[config.mk]
export PLATFORM = sky130hd
export DESIGN_NAME = spi_slave_flat
export DESIGN_NICKNAME = d
export VERILOG_FILES = /design/src/rtl/spi_slave_pkg.sv /design/src/rtl/spi_slave_if.sv /design/src/rtl/spi_slave_edge_detector.sv /design/src/rtl/spi_slave.sv /design/src/flat_wrapper.sv
export SDC_FILE = /design/constraint.sdc
export NUM_CORES = 1
export LEC_CHECK = 0
export ABC_CLOCK_PERIOD_IN_PS = 3550
export CORE_ASPECT_RATIO = 0.75
export CORE_MARGIN = 1.5
export CORE_UTILIZATION = 52
export CTS_BUF_LIST = sky130_fd_sc_hd__clkbuf_2
export DETAILED_ROUTE_END_ITERATION = 10
export PLACE_DENSITY = 0.79
export SLEW_MARGIN = 20
export SYNTH_ARGS = -nofsm -noshare
export SYNTH_HDL_FRONTEND = slang
export SYNTH_SLANG_ARGS = --single-unit
[constraint.sdc]
create_clock -name clock -period 3.55 [get_ports clock]
set_input_delay 0.355 -clock clock [delete_from_list [all_inputs] [get_ports clock]]
set_output_delay 0.355 -clock clock [all_outputs]
set_load 0.005 [all_outputs]
[src/rtl/spi_slave_pkg.sv]
// Shared types and constants for the SPI slave: FSM state encoding,
// pin synchronizer depth and the header length (read/write bit + address).
package spi_slave_pkg;

    typedef enum logic [1:0] {
        IDLE,
        HEADER,
        WRITE_DATA,
        READ_DATA
    } state_e;

    localparam int SYNC_STAGES = 2;
    localparam int HEADER_BITS = 16;

endpackage

[src/rtl/spi_slave_if.sv]
// Serial pins and local register port of the SPI slave, bundled with
// modports for the slave itself and for whatever drives the serial side.
interface spi_slave_if
    import spi_slave_pkg::*;
#(
    parameter int DATA_WIDTH    = HEADER_BITS,
    parameter int ADDRESS_WIDTH = HEADER_BITS - 1
);
    logic                     clock_polarity;
    logic                     clock_phase;
    logic                     serial_clock;
    logic                     chip_select;
    logic                     serial_in;
    logic [DATA_WIDTH-1:0]    read_data;
    logic                     serial_out;
    logic                     serial_out_enable;
    logic                     write_enable;
    logic [ADDRESS_WIDTH-1:0] write_address;
    logic [DATA_WIDTH-1:0]    write_data;
    logic                     read_request;
    logic [ADDRESS_WIDTH-1:0] read_address;
    logic                     busy;
    logic                     frame_error;

    modport slave (
        input  clock_polarity, clock_phase, serial_clock, chip_select, serial_in, read_data,
        output serial_out, serial_out_enable, write_enable, write_address, write_data,
               read_request, read_address, busy, frame_error
    );

    modport master (
        output clock_polarity, clock_phase, serial_clock, chip_select, serial_in, read_data,
        input  serial_out, serial_out_enable, write_enable, write_address, write_data,
               read_request, read_address, busy, frame_error
    );
endinterface

[src/rtl/spi_slave_edge_detector.sv]
// Synchronizes SCLK, chip select and MOSI into the system clock domain and
// turns SCLK transitions into sample/shift strobes for the selected CPOL/CPHA.
// All strobes are registered: they appear 3 system clocks after the pin edge.
module spi_slave_edge_detector
    import spi_slave_pkg::*;
(
    input  logic clock,
    input  logic reset,
    input  logic clock_polarity,
    input  logic clock_phase,
    input  logic serial_clock,
    input  logic chip_select,
    input  logic serial_in,
    output logic sample_strobe,
    output logic shift_strobe,
    output logic cs_fall,
    output logic cs_rise,
    output logic serial_in_sync
);
    logic [SYNC_STAGES-1:0] sclk_sync_q, sclk_sync_d;
    logic [SYNC_STAGES-1:0] cs_sync_q, cs_sync_d;
    logic [SYNC_STAGES-1:0] sdi_sync_q, sdi_sync_d;
    logic sclk_prev_q, sclk_prev_d;
    logic cs_prev_q, cs_prev_d;
    logic sdi_q, sdi_d;
    logic sample_q, sample_d;
    logic shift_q, shift_d;
    logic cs_fall_q, cs_fall_d;
    logic cs_rise_q, cs_rise_d;
    logic sclk_s, cs_s, sclk_rise, sclk_fall, leading, trailing;

    // Advance the synchronizers and decode leading/trailing edges into strobes
    always_comb begin
        sclk_sync_d = {sclk_sync_q[SYNC_STAGES-2:0], serial_clock};
        cs_sync_d   = {cs_sync_q[SYNC_STAGES-2:0], chip_select};
        sdi_sync_d  = {sdi_sync_q[SYNC_STAGES-2:0], serial_in};
        sclk_s      = sclk_sync_q[SYNC_STAGES-1];
        cs_s        = cs_sync_q[SYNC_STAGES-1];
        sclk_prev_d = sclk_s;
        cs_prev_d   = cs_s;
        sdi_d       = sdi_sync_q[SYNC_STAGES-1];
        sclk_rise   = sclk_s & ~sclk_prev_q;
        sclk_fall   = ~sclk_s & sclk_prev_q;
        leading     = clock_polarity ? sclk_fall : sclk_rise;
        trailing    = clock_polarity ? sclk_rise : sclk_fall;
        sample_d    = clock_phase ? trailing : leading;
        shift_d     = clock_phase ? leading : trailing;
        cs_fall_d   = ~cs_s & cs_prev_q;
        cs_rise_d   = cs_s & ~cs_prev_q;
    end

    // Chip select history resets low so a select still held after reset is never seen as a new fall
    always_ff @(posedge clock or posedge reset) begin
        if (reset) begin
            sclk_sync_q <= '0;
            cs_sync_q   <= '0;
            sdi_sync_q  <= '0;
            sclk_prev_q <= 1'b0;
            cs_prev_q   <= 1'b0;
            sdi_q       <= 1'b0;
            sample_q    <= 1'b0;
            shift_q     <= 1'b0;
            cs_fall_q   <= 1'b0;
            cs_rise_q   <= 1'b0;
        end else begin
            sclk_sync_q <= sclk_sync_d;
            cs_sync_q   <= cs_sync_d;
            sdi_sync_q  <= sdi_sync_d;
            sclk_prev_q <= sclk_prev_d;
            cs_prev_q   <= cs_prev_d;
            sdi_q       <= sdi_d;
            sample_q    <= sample_d;
            shift_q     <= shift_d;
            cs_fall_q   <= cs_fall_d;
            cs_rise_q   <= cs_rise_d;
        end
    end

    assign sample_strobe  = sample_q;
    assign shift_strobe   = shift_q;
    assign cs_fall        = cs_fall_q;
    assign cs_rise        = cs_rise_q;
    assign serial_in_sync = sdi_q;
endmodule

[src/rtl/spi_slave.sv]
// SPI slave: decodes {rd/wr bit, address, data words...} frames (MSB first)
// into write strobes and read requests on a local register port.
// Build option SPI_SLAVE_BURST_EN: when defined, frames carry any number of
// auto-incrementing data words; otherwise exactly one word is accepted and
// the rest of the frame is ignored.
module spi_slave
    import spi_slave_pkg::*;
#(
    parameter int DATA_WIDTH    = HEADER_BITS,
    parameter int ADDRESS_WIDTH = HEADER_BITS - 1
) (
    input  logic       clock,
    input  logic       reset,
    spi_slave_if.slave bus
);
`ifdef SPI_SLAVE_BURST_EN
    localparam bit BURST = 1'b1;
`else
    localparam bit BURST = 1'b0;
`endif
    localparam int CNT_W = $clog2(DATA_WIDTH);
    localparam logic [CNT_W-1:0] LAST_BIT = CNT_W'(DATA_WIDTH - 1);

    logic sample_strobe, shift_strobe, cs_fall, cs_rise, sdi;
    state_e state_q, state_d;
    logic [CNT_W-1:0]         bit_cnt_q, bit_cnt_d;
    logic [DATA_WIDTH-2:0]    rx_q, rx_d;
    logic [DATA_WIDTH-1:0]    tx_q, tx_d, hold_q, hold_d, write_data_q, write_data_d;
    logic [ADDRESS_WIDTH-1:0] addr_q, addr_d, write_address_q, write_address_d;
    logic [ADDRESS_WIDTH-1:0] read_address_q, read_address_d;
    logic write_enable_q, write_enable_d, read_request_q, read_request_d;
    logic capture_q, capture_d, frame_error_q, frame_error_d, done_q, done_d;
    logic [DATA_WIDTH-1:0]    word;
    logic                     last_bit;

    spi_slave_edge_detector u_edge (
        .clock          (clock),
        .reset          (reset),
        .clock_polarity (bus.clock_polarity),
        .clock_phase    (bus.clock_phase),
        .serial_clock   (bus.serial_clock),
        .chip_select    (bus.chip_select),
        .serial_in      (bus.serial_in),
        .sample_strobe  (sample_strobe),
        .shift_strobe   (shift_strobe),
        .cs_fall        (cs_fall),
        .cs_rise        (cs_rise),
        .serial_in_sync (sdi)
    );

    // Frame FSM: bit counting, header/word decode, local-port strobes and MISO shifter
    always_comb begin
        state_d         = state_q;
        bit_cnt_d       = bit_cnt_q;
        rx_d            = rx_q;
        tx_d            = tx_q;
        hold_d          = hold_q;
        addr_d          = addr_q;
        write_address_d = write_address_q;
        write_data_d    = write_data_q;
        read_address_d  = read_address_q;
        write_enable_d  = 1'b0;
        read_request_d  = 1'b0;
        frame_error_d   = 1'b0;
        done_d          = done_q;
        capture_d       = read_request_q;
        word            = {rx_q, sdi};
        last_bit        = (bit_cnt_q == LAST_BIT);

        // read_data is valid the cycle after the request
        if (capture_q) hold_d = bus.read_data;

        if (state_q == IDLE) begin
            if (cs_fall) begin
                state_d   = HEADER;
                bit_cnt_d = '0;
                done_d    = 1'b0;
                tx_d      = '0;
            end
        end else if (cs_rise) begin
            state_d       = IDLE;
            frame_error_d = (bit_cnt_q != '0);
        end else if (!done_q) begin
            if (sample_strobe) begin
                rx_d      = word[DATA_WIDTH-2:0];
                bit_cnt_d = last_bit ? '0 : bit_cnt_q + CNT_W'(1);
                if (last_bit) begin
                    case (state_q)
                        HEADER: begin
                            if (word[DATA_WIDTH-1]) begin
                                // Prefetch the first read word right away
                                state_d        = READ_DATA;
                                read_request_d = 1'b1;
                                read_address_d = word[ADDRESS_WIDTH-1:0];
                                addr_d         = word[ADDRESS_WIDTH-1:0] + ADDRESS_WIDTH'(1);
                            end else begin
                                state_d = WRITE_DATA;
                                addr_d  = word[ADDRESS_WIDTH-1:0];
                            end
                        end
                        WRITE_DATA: begin
                            write_enable_d  = 1'b1;
                            write_address_d = addr_q;
                            write_data_d    = word;
                            addr_d          = addr_q + ADDRESS_WIDTH'(1);
                            done_d          = !BURST;
                        end
                        READ_DATA: begin
                            if (BURST) begin
                                read_request_d = 1'b1;
                                read_address_d = addr_q;
                                addr_d         = addr_q + ADDRESS_WIDTH'(1);
                            end else begin
                                done_d = 1'b1;
                            end
                        end
                        default: ;
                    endcase
                end
            end
            // A shift at a word boundary loads the prefetched word, otherwise advance the MSB
            if (shift_strobe && state_q == READ_DATA) begin
                tx_d = (bit_cnt_q == '0) ? hold_q : {tx_q[DATA_WIDTH-2:0], 1'b0};
            end
        end
    end

    // State and datapath registers
    always_ff @(posedge clock or posedge reset) begin
        if (reset) begin
            state_q         <= IDLE;
            bit_cnt_q       <= '0;
            rx_q            <= '0;
            tx_q            <= '0;
            hold_q          <= '0;
            addr_q          <= '0;
            write_address_q <= '0;
            write_data_q    <= '0;
            read_address_q  <= '0;
            write_enable_q  <= 1'b0;
            read_request_q  <= 1'b0;
            capture_q       <= 1'b0;
            frame_error_q   <= 1'b0;
            done_q          <= 1'b0;
        end else begin
            state_q         <= state_d;
            bit_cnt_q       <= bit_cnt_d;
            rx_q            <= rx_d;
            tx_q            <= tx_d;
            hold_q          <= hold_d;
            addr_q          <= addr_d;
            write_address_q <= write_address_d;
            write_data_q    <= write_data_d;
            read_address_q  <= read_address_d;
            write_enable_q  <= write_enable_d;
            read_request_q  <= read_request_d;
            capture_q       <= capture_d;
            frame_error_q   <= frame_error_d;
            done_q          <= done_d;
        end
    end

    assign bus.serial_out        = (state_q == READ_DATA) && !done_q && tx_q[DATA_WIDTH-1];
    assign bus.serial_out_enable = (state_q != IDLE);
    assign bus.busy              = (state_q != IDLE);
    assign bus.write_enable      = write_enable_q;
    assign bus.write_address     = write_address_q;
    assign bus.write_data        = write_data_q;
    assign bus.read_request      = read_request_q;
    assign bus.read_address      = read_address_q;
    assign bus.frame_error       = frame_error_q;
endmodule

[src/flat_wrapper.sv]
// flat-port wrapper written by rule: the top's interface ports become plain ports
module spi_slave_flat import spi_slave_pkg::*;
#(
    parameter int DATA_WIDTH    = HEADER_BITS,
    parameter int ADDRESS_WIDTH = HEADER_BITS - 1
)
  (clock, reset, bus_clock_polarity, bus_clock_phase, bus_serial_clock, bus_chip_select, bus_serial_in, bus_read_data, bus_serial_out, bus_serial_out_enable, bus_write_enable, bus_write_address, bus_write_data, bus_read_request, bus_read_address, bus_busy, bus_frame_error);
  spi_slave_if #(.DATA_WIDTH(DATA_WIDTH), .ADDRESS_WIDTH(ADDRESS_WIDTH)) bus_i ();
  input  logic clock;
  input  logic reset;
  input wire logic [$bits(bus_i.clock_polarity)-1:0] bus_clock_polarity;
  input wire logic [$bits(bus_i.clock_phase)-1:0] bus_clock_phase;
  input wire logic [$bits(bus_i.serial_clock)-1:0] bus_serial_clock;
  input wire logic [$bits(bus_i.chip_select)-1:0] bus_chip_select;
  input wire logic [$bits(bus_i.serial_in)-1:0] bus_serial_in;
  input wire logic [$bits(bus_i.read_data)-1:0] bus_read_data;
  output wire logic [$bits(bus_i.serial_out)-1:0] bus_serial_out;
  output wire logic [$bits(bus_i.serial_out_enable)-1:0] bus_serial_out_enable;
  output wire logic [$bits(bus_i.write_enable)-1:0] bus_write_enable;
  output wire logic [$bits(bus_i.write_address)-1:0] bus_write_address;
  output wire logic [$bits(bus_i.write_data)-1:0] bus_write_data;
  output wire logic [$bits(bus_i.read_request)-1:0] bus_read_request;
  output wire logic [$bits(bus_i.read_address)-1:0] bus_read_address;
  output wire logic [$bits(bus_i.busy)-1:0] bus_busy;
  output wire logic [$bits(bus_i.frame_error)-1:0] bus_frame_error;
  assign bus_i.clock_polarity = bus_clock_polarity;
  assign bus_i.clock_phase = bus_clock_phase;
  assign bus_i.serial_clock = bus_serial_clock;
  assign bus_i.chip_select = bus_chip_select;
  assign bus_i.serial_in = bus_serial_in;
  assign bus_i.read_data = bus_read_data;
  assign bus_serial_out = bus_i.serial_out;
  assign bus_serial_out_enable = bus_i.serial_out_enable;
  assign bus_write_enable = bus_i.write_enable;
  assign bus_write_address = bus_i.write_address;
  assign bus_write_data = bus_i.write_data;
  assign bus_read_request = bus_i.read_request;
  assign bus_read_address = bus_i.read_address;
  assign bus_busy = bus_i.busy;
  assign bus_frame_error = bus_i.frame_error;
  spi_slave #(.DATA_WIDTH(DATA_WIDTH), .ADDRESS_WIDTH(ADDRESS_WIDTH)) u_core (.clock(clock), .reset(reset), .bus(bus_i));
endmodule
==> results of run 1 <==
## per-layer routing
layer,up-vias,share of wire
li1,1916,-
met1,2034,0.47
met2,108,0.47
met3,15,0.052
met4,0,0.011
met5,-,0
## worst register-to-register path: cells and delay by family, from the launching register on
kind	cells	cell delay [ps]
adders and majority gates	1	330
AOI/OAI and AO/OA	1	220
buffers and inverters	1	100
and+or+nand+nor	4	1450
DFF	1	420
## worst max path at each step
stage | start | end | slack [ps] | cells past startpoint
floorplan | u_core.state_q[0] | u_core.bus.read_address[0] | 1530 | 9
global placement | u_core.state_q[0] | u_core.addr_q[7] | 1160 | 6
detailed placement | u_core.state_q[0] | u_core.addr_q[7] | 980 | 6
CTS | u_core.state_q[0] | bus_serial_out_enable | 920 | 4
global route | u_core.state_q[0] | u_core.addr_q[9] | 760 | 7
finish | u_core.state_q[0] | u_core.addr_q[9] | 940 | 7
## state kept, by name, summed over array words and instances, names as in the netlist, 4 cells and up
name / cells
u_core.hold_q: 16
u_core.bus.write_data: 16
u_core.bus.read_address: 15
u_core.tx_q: 16
u_core.bus.write_address: 15
u_core.addr_q: 15
u_core.rx_q: 15
u_core.bit_cnt_q: 4
## cells in the final DEF (no fill, tap or decap), types with 2 or more instances in the layout
cell type | netlist | layout
ha_1 | 8 | 8
nor4_1 | 5 | 5
and4_1 | 2 | 2
and2_1 | 3 | 3
nand2b_1 | 3 | 3
nor2b_1 | 3 | 3
xnor2_1 | 4 | 4
a21o_1 | 2 | 2
o22ai_1 | 5 | 5
clkinv_2 | 0 | 2
a2bb2oi_1 | 2 | 2
nor2_1 | 12 | 12
a21oi_1 | 21 | 21
inv_1 | 12 | 11
clkinv_1 | 0 | 2
clkbuf_2 | 1 | 19
mux2_4 | 9 | 9
bufinv_16 | 0 | 3
buf_4 | 2 | 5
nor3_1 | 7 | 7
o21ai_0 | 35 | 35
clkinv_4 | 0 | 2
dfrtp_1 | 132 | 132
nand4_1 | 6 | 6
mux2i_1 | 19 | 19
and3_1 | 5 | 5
a311oi_1 | 2 | 2
nand3_1 | 29 | 29
xor2_1 | 11 | 11
clkdlybuf4s50_1 | 0 | 74
a31oi_1 | 2 | 2
inv_6 | 0 | 2
nand2_1 | 67 | 67
mux2_2 | 50 | 50
clkinvlp_4 | 0 | 3
## area by class of cell
| type | instances | area, um2 | area share |
|---|---|---|---|
| repair buffers | 81 | 808.3 | 0.1166 |
| well taps | 140 | 175.2 | 0.02526 |
| inverters | 12 | 48.80 | 0.007037 |
| flip-flops and latches | 132 | 3303 | 0.4764 |
| clock inverters | 13 | 157.7 | 0.02274 |
| multi-input cells | 331 | 2346 | 0.3383 |
| clock buffers | 19 | 95.09 | 0.01371 |
## stage by stage
step | util | instance area, um2
after floorplan | - | 5876
after global placement | 0.6074 | 6671
after detailed placement | 0.6074 | 6671
after CTS | 0.6304 | 6924
after global routing | 0.6314 | 6934
final | 0.6314 | 6934
## where the power goes
part / switching, mW / leakage (nW) / internal, mW
Sequential: 0.110 / 1.81 / 1.56
Clock: 0.565 / 0.150 / 0.398
Combinational: 0.264 / 1.37 / 0.204
Total: 0.939 / 3.33 / 2.17
## kinds of logic (layout without fill, tap and decap cells)
| kind of cell | after synthesis | after routing | synth area share |
|---|---|---|---|
| AO/OA/AOI/OAI | 77 | 77 | 0.07607 |
| XOR/XNOR | 15 | 15 | 0.02237 |
| adder cells (fa/ha/maj) | 8 | 8 | 0.01705 |
| buffers and inverters | 44 | 125 | 0.03878 |
| flip-flops | 132 | 132 | 0.5625 |
| multiplexers | 78 | 78 | 0.1513 |
| AND/OR/NAND/NOR | 153 | 153 | 0.1319 |
==> metrics.cfg, run 1 <==
[global_routing]
grt.met1_usage=0.3025
grt_pass1_wl_um=20520
grt_overflow_total=0
grt_max_degree=57
grt.met3_usage=0.05724
globalRoute.busiestLayer=met2
antenna_found_initial=0
gr-usage-met2=0.3471
track_usage=0.2204
grt_pass1_vias=4065

[die]
row_count=33
die_area_mm2=0.01195
die_x_um=125.7
ios=75
die_h_um=95.03
core-area_mm2=0.01098
start_util=0.5346

[sta]
slew_viol_final=0
fin_setup_tns_ps=0
worstMarginPinSlew_ps=857.0
rsz0062_at_grt=no
slew-limit-headroom=0.4273
worst_slack_ps=940.3
setup_viol=0
skew_ps=38.81
hold_violations=0
fmaxAchievable_ghz=0.3832
finalCritPeriodShare=0.7351
fin_crit_ps=2610
holdWs_ps=72.63

[worst_setup_path]
path_class=reg -> reg
endpoint_kind=flip-flop
path_buf_inv=1
crit_path_top_delay_cell=and3_1
slowest_delay_ps=690
worstReg2RegEnd=u_core.addr_q[9]
ff2ff_path_depth=7
worstReg2RegStart=u_core.state_q[0]
arrival_ps=3170
crit_required_ps=4110
start_kind=flip-flop
path_cells=inv_1 > ha_1 > nor3b_4 > and3_1 > nand2_1 > o22ai_1 > nor2_1
cp_top_family=simple AND/OR/NAND/NOR gates
r2r_slack_ps=940
critPathMaxFanout=20

[detailed_routing]
routed_wl_um=12120
wl_per_cell_um=16.65
drt-initial-drc-count=292
num_vias=4073
drc_errors=6
first_pass_iters=8
viasPerCell=5.595
antenna_left=0

[power]
ir_worst_vdd_mv=0.2227
pwr_density_cell_mw_per_mm2=447.6
leakagePower_nw=3.330
totalPowerFinal_mw=3.104

[synth]
synthArstFlopShare=1.000
avgSynthCellArea_um2=11.58
yosysMostFrequentCell=dfrtp_1
synth_seq_cells=132
synth_commonest_cells=dfrtp_1, nand2_1, mux2_2, o21ai_0, nand3_1
yosys_warnings=0
synth_cells=507
ys.flop_type=dfrtp_1
synth_area_mm2=0.005872
ys_types=52
syn_nets=538
yosysSeqAreaShare=0.5625
synth_enable_flop_cells=0
yosys.area.top_type=dfrtp_1
synth_top_area_share=0.5625
synthTopCellsByArea=dfrtp_1, mux2_2, nand2_1

[cts]
cts_made_buffers=17
cts.htree.levels=4
postCtsSetupRepairBufs=0
cts_root_buf=clkbuf_2
clock_latency_ps=690
cts_buffer_depth=2
ctsHoldBuffers=0
tritoncts=yes
clock-sinks=132
cts_resized=0
clkTransAtPathRegs_ps=200

[finish]
n_fill_cell=863
area_growth_pct=18.09
layout-drive-gt1-share=0.1769
layout.nets=606
instances_no_fill=728
antenna_cells=0

[status]
violations=DRC
status=finished with violations

[placed_design]
gp_congestion=0.8543
placedCellCount=695
dp_slack_ps=981.5
io_buffer_count=74
dp_hpwl_um=8326

[worst_hold_path]
hold_class=in -> async

[flow_run]
drv_cap=0

No activity file was read; power rests on OpenSTA's default activity.
==> inputs of run 2 (changes only) <==
--- a/config.mk
+++ b/config.mk
@@ -5,7 +5,7 @@
 export SDC_FILE = /design/constraint.sdc
 export NUM_CORES = 1
 export LEC_CHECK = 0
-export ABC_CLOCK_PERIOD_IN_PS = 3550
+export ABC_CLOCK_PERIOD_IN_PS = 2100
 export CORE_ASPECT_RATIO = 0.75
 export CORE_MARGIN = 1.5
 export CORE_UTILIZATION = 52
==> constraint.sdc (replaced) <==
create_clock -name clock -period 2.1 [get_ports clock]
set_input_delay 0.21 -clock clock [delete_from_list [all_inputs] [get_ports clock]]
set_output_delay 0.21 -clock clock [all_outputs]
set_load 0.005 [all_outputs]
==> metrics.cfg, run 2 (synthesis results as in run 1) <==
[worst_hold_path]
hp-start=bus_read_data[6]
hold_class=in -> reg
hold_path_end=u_core.hold_q[6]
whs_path_depth=2

[placed_design]
dp_slack_ps=-28.70
dp_hpwl_um=8402
io_buffer_count=74
gp_congestion=0.8596
placedCellCount=708

[sta]
slew_viol_final=0
fmaxAchievable_ghz=0.4949
slew-limit-headroom=0.5414
worst_slack_ps=79.29
skew_ps=38.16
setup_viol=0
hold_violations=0
finalCritPeriodShare=0.9622
holdWs_ps=157.7
rsz0062_at_grt=yes
worstMarginPinSlew_ps=687.8
fin_crit_ps=2021

[worst_setup_path]
slowest_delay_ps=420
path_class=reg -> out
path_buf_inv=5
path_cells=buf_4 > inv_4 > ha_4 > buf_6 > inv_2 > dlygate4sd2_1
critPathLaunch=u_core.state_q[0]
worstReg2RegStart=u_core.u_edge.serial_in_sync
crit_required_ps=1890
cp_top_family=buffers and inverters
crit_path_top_delay_cell=dfrtp_1
r2r_slack_ps=140
start_kind=flip-flop
worstReg2RegEnd=u_core.addr_q[12]
arrival_ps=1810
critPathMaxFanout=5
ff2ff_path_depth=6
endpoint_kind=output port

[global_routing]
grt_pass1_vias=4142
grt_pass1_wl_um=19970
grt_overflow_total=0
grt_max_degree=74
antenna_found_initial=0
track_usage=0.2154

[power]
leakagePower_nw=3.435
pwr_density_cell_mw_per_mm2=738.9
totalPowerFinal_mw=5.272
ir_worst_vdd_mv=0.4314

[detailed_routing]
wl_per_cell_um=16.24
viasPerCell=5.549
drt-initial-drc-count=276
drc_errors=6
first_pass_iters=7
num_vias=4151
routed_wl_um=12150
antenna_left=0

[cts]
tritoncts=yes
clock_latency_ps=670
cts.htree.levels=4
clock-sinks=132
clkTransAtPathRegs_ps=190
cts_made_buffers=17
cts_buffer_depth=2
cts_root_buf=clkbuf_2

[die]
ios=75
die_h_um=95.03
die_area_mm2=0.01195
start_util=0.5346
core-area_mm2=0.01098
die_x_um=125.7
row_count=33

[finish]
antenna_cells=0
layout_common_cells=dfrtp_1, clkdlybuf4s50_1, nand2_1
area_growth_pct=21.50
instances_no_fill=748
layout.nets=626
final_common_cell=dfrtp_1
layout-drive-gt1-share=0.2188

[flow_run]
drv_cap=0

[status]
violations=DRC
status=finished with violations

run 2: cell count changes in the layout (fill, tap and decap cells not counted), moves of 2 or more:
cell	previous run	this run
buf_12	1	3
buf_4	5	19
clkdlybuf4s50_1	74	71
dlygate4sd2_1	0	2
dlygate4sd3_1	1	4
ha_1	8	6
inv_1	11	8
inv_2	0	2
inv_6	2	4
run 2: power breakdown:
group          switching [mW]  internal, mW  leakage, nW
logic                   0.494         0.433         1.48
clock network           0.975         0.568        0.145
registers               0.154          2.65         1.81
total                    1.62          3.65         3.43
run 2: metrics by stage:
step	setup TNS, ps	cell area (um2)	utilization
2_1_floorplan	0	5876	-
6_report	0	7134	0.6496
3_3_place_gp	0	6794	0.6186
5_1_grt	-95.77	7134	0.6496
3_5_place_dp	-54.89	6794	0.6186
4_1_cts	0	7124	0.6487
run 2: worst register-to-register path, delay by kind of cell (launching register included):
| family | cells | cell delay (ps) |
|---|---|---|
| xor+xnor | 1 | 260 |
| fa+ha+maj | 1 | 240 |
| simple gates | 2 | 630 |
| compound gates | 2 | 300 |
| flops | 1 | 480 |
run 2: worst max-delay path by stage:
stage / slack, ps / end / cells after the start
detailed placement: -30 / u_core.addr_q[13] / 7
global placement: 100 / u_core.addr_q[7] / 6
finish: 80 / bus_serial_out_enable / 6
floorplan: 80 / u_core.bus.read_address[0] / 9
CTS: 4 / bus_serial_out / 4
global route: -50 / bus_busy / 6
run 2: repair_timing:
item                                   4_1_cts  5_1_grt
setup buffers                                4        0
pin swaps                                    1        0
setup endpoints to repair                    7       14
hold buffers                                 4        0
endpoints found under the hold margin       75        0
gates resized for setup                     10        8
run 2: layout make-up:
class / count / area, um2
fill: 826 / 3849
clock inverter: 14 / 152.6
timing repair buffer: 101 / 987.2
clock buffer: 18 / 90.09
sequential: 132 / 3304
inverter: 12 / 51.30
multi-input combinational: 331 / 2374
tap: 140 / 175.2
run 2: layer usage:
layer / track usage / vias up / wire [um]
met1: 0.2900 / 2069 / 5714
met5: 0 / - / 0
met2: 0.3407 / 115 / 5641
met4: 0.07171 / 0 / 134
met3: 0.06117 / 10 / 658
li1: - / 1957 / -
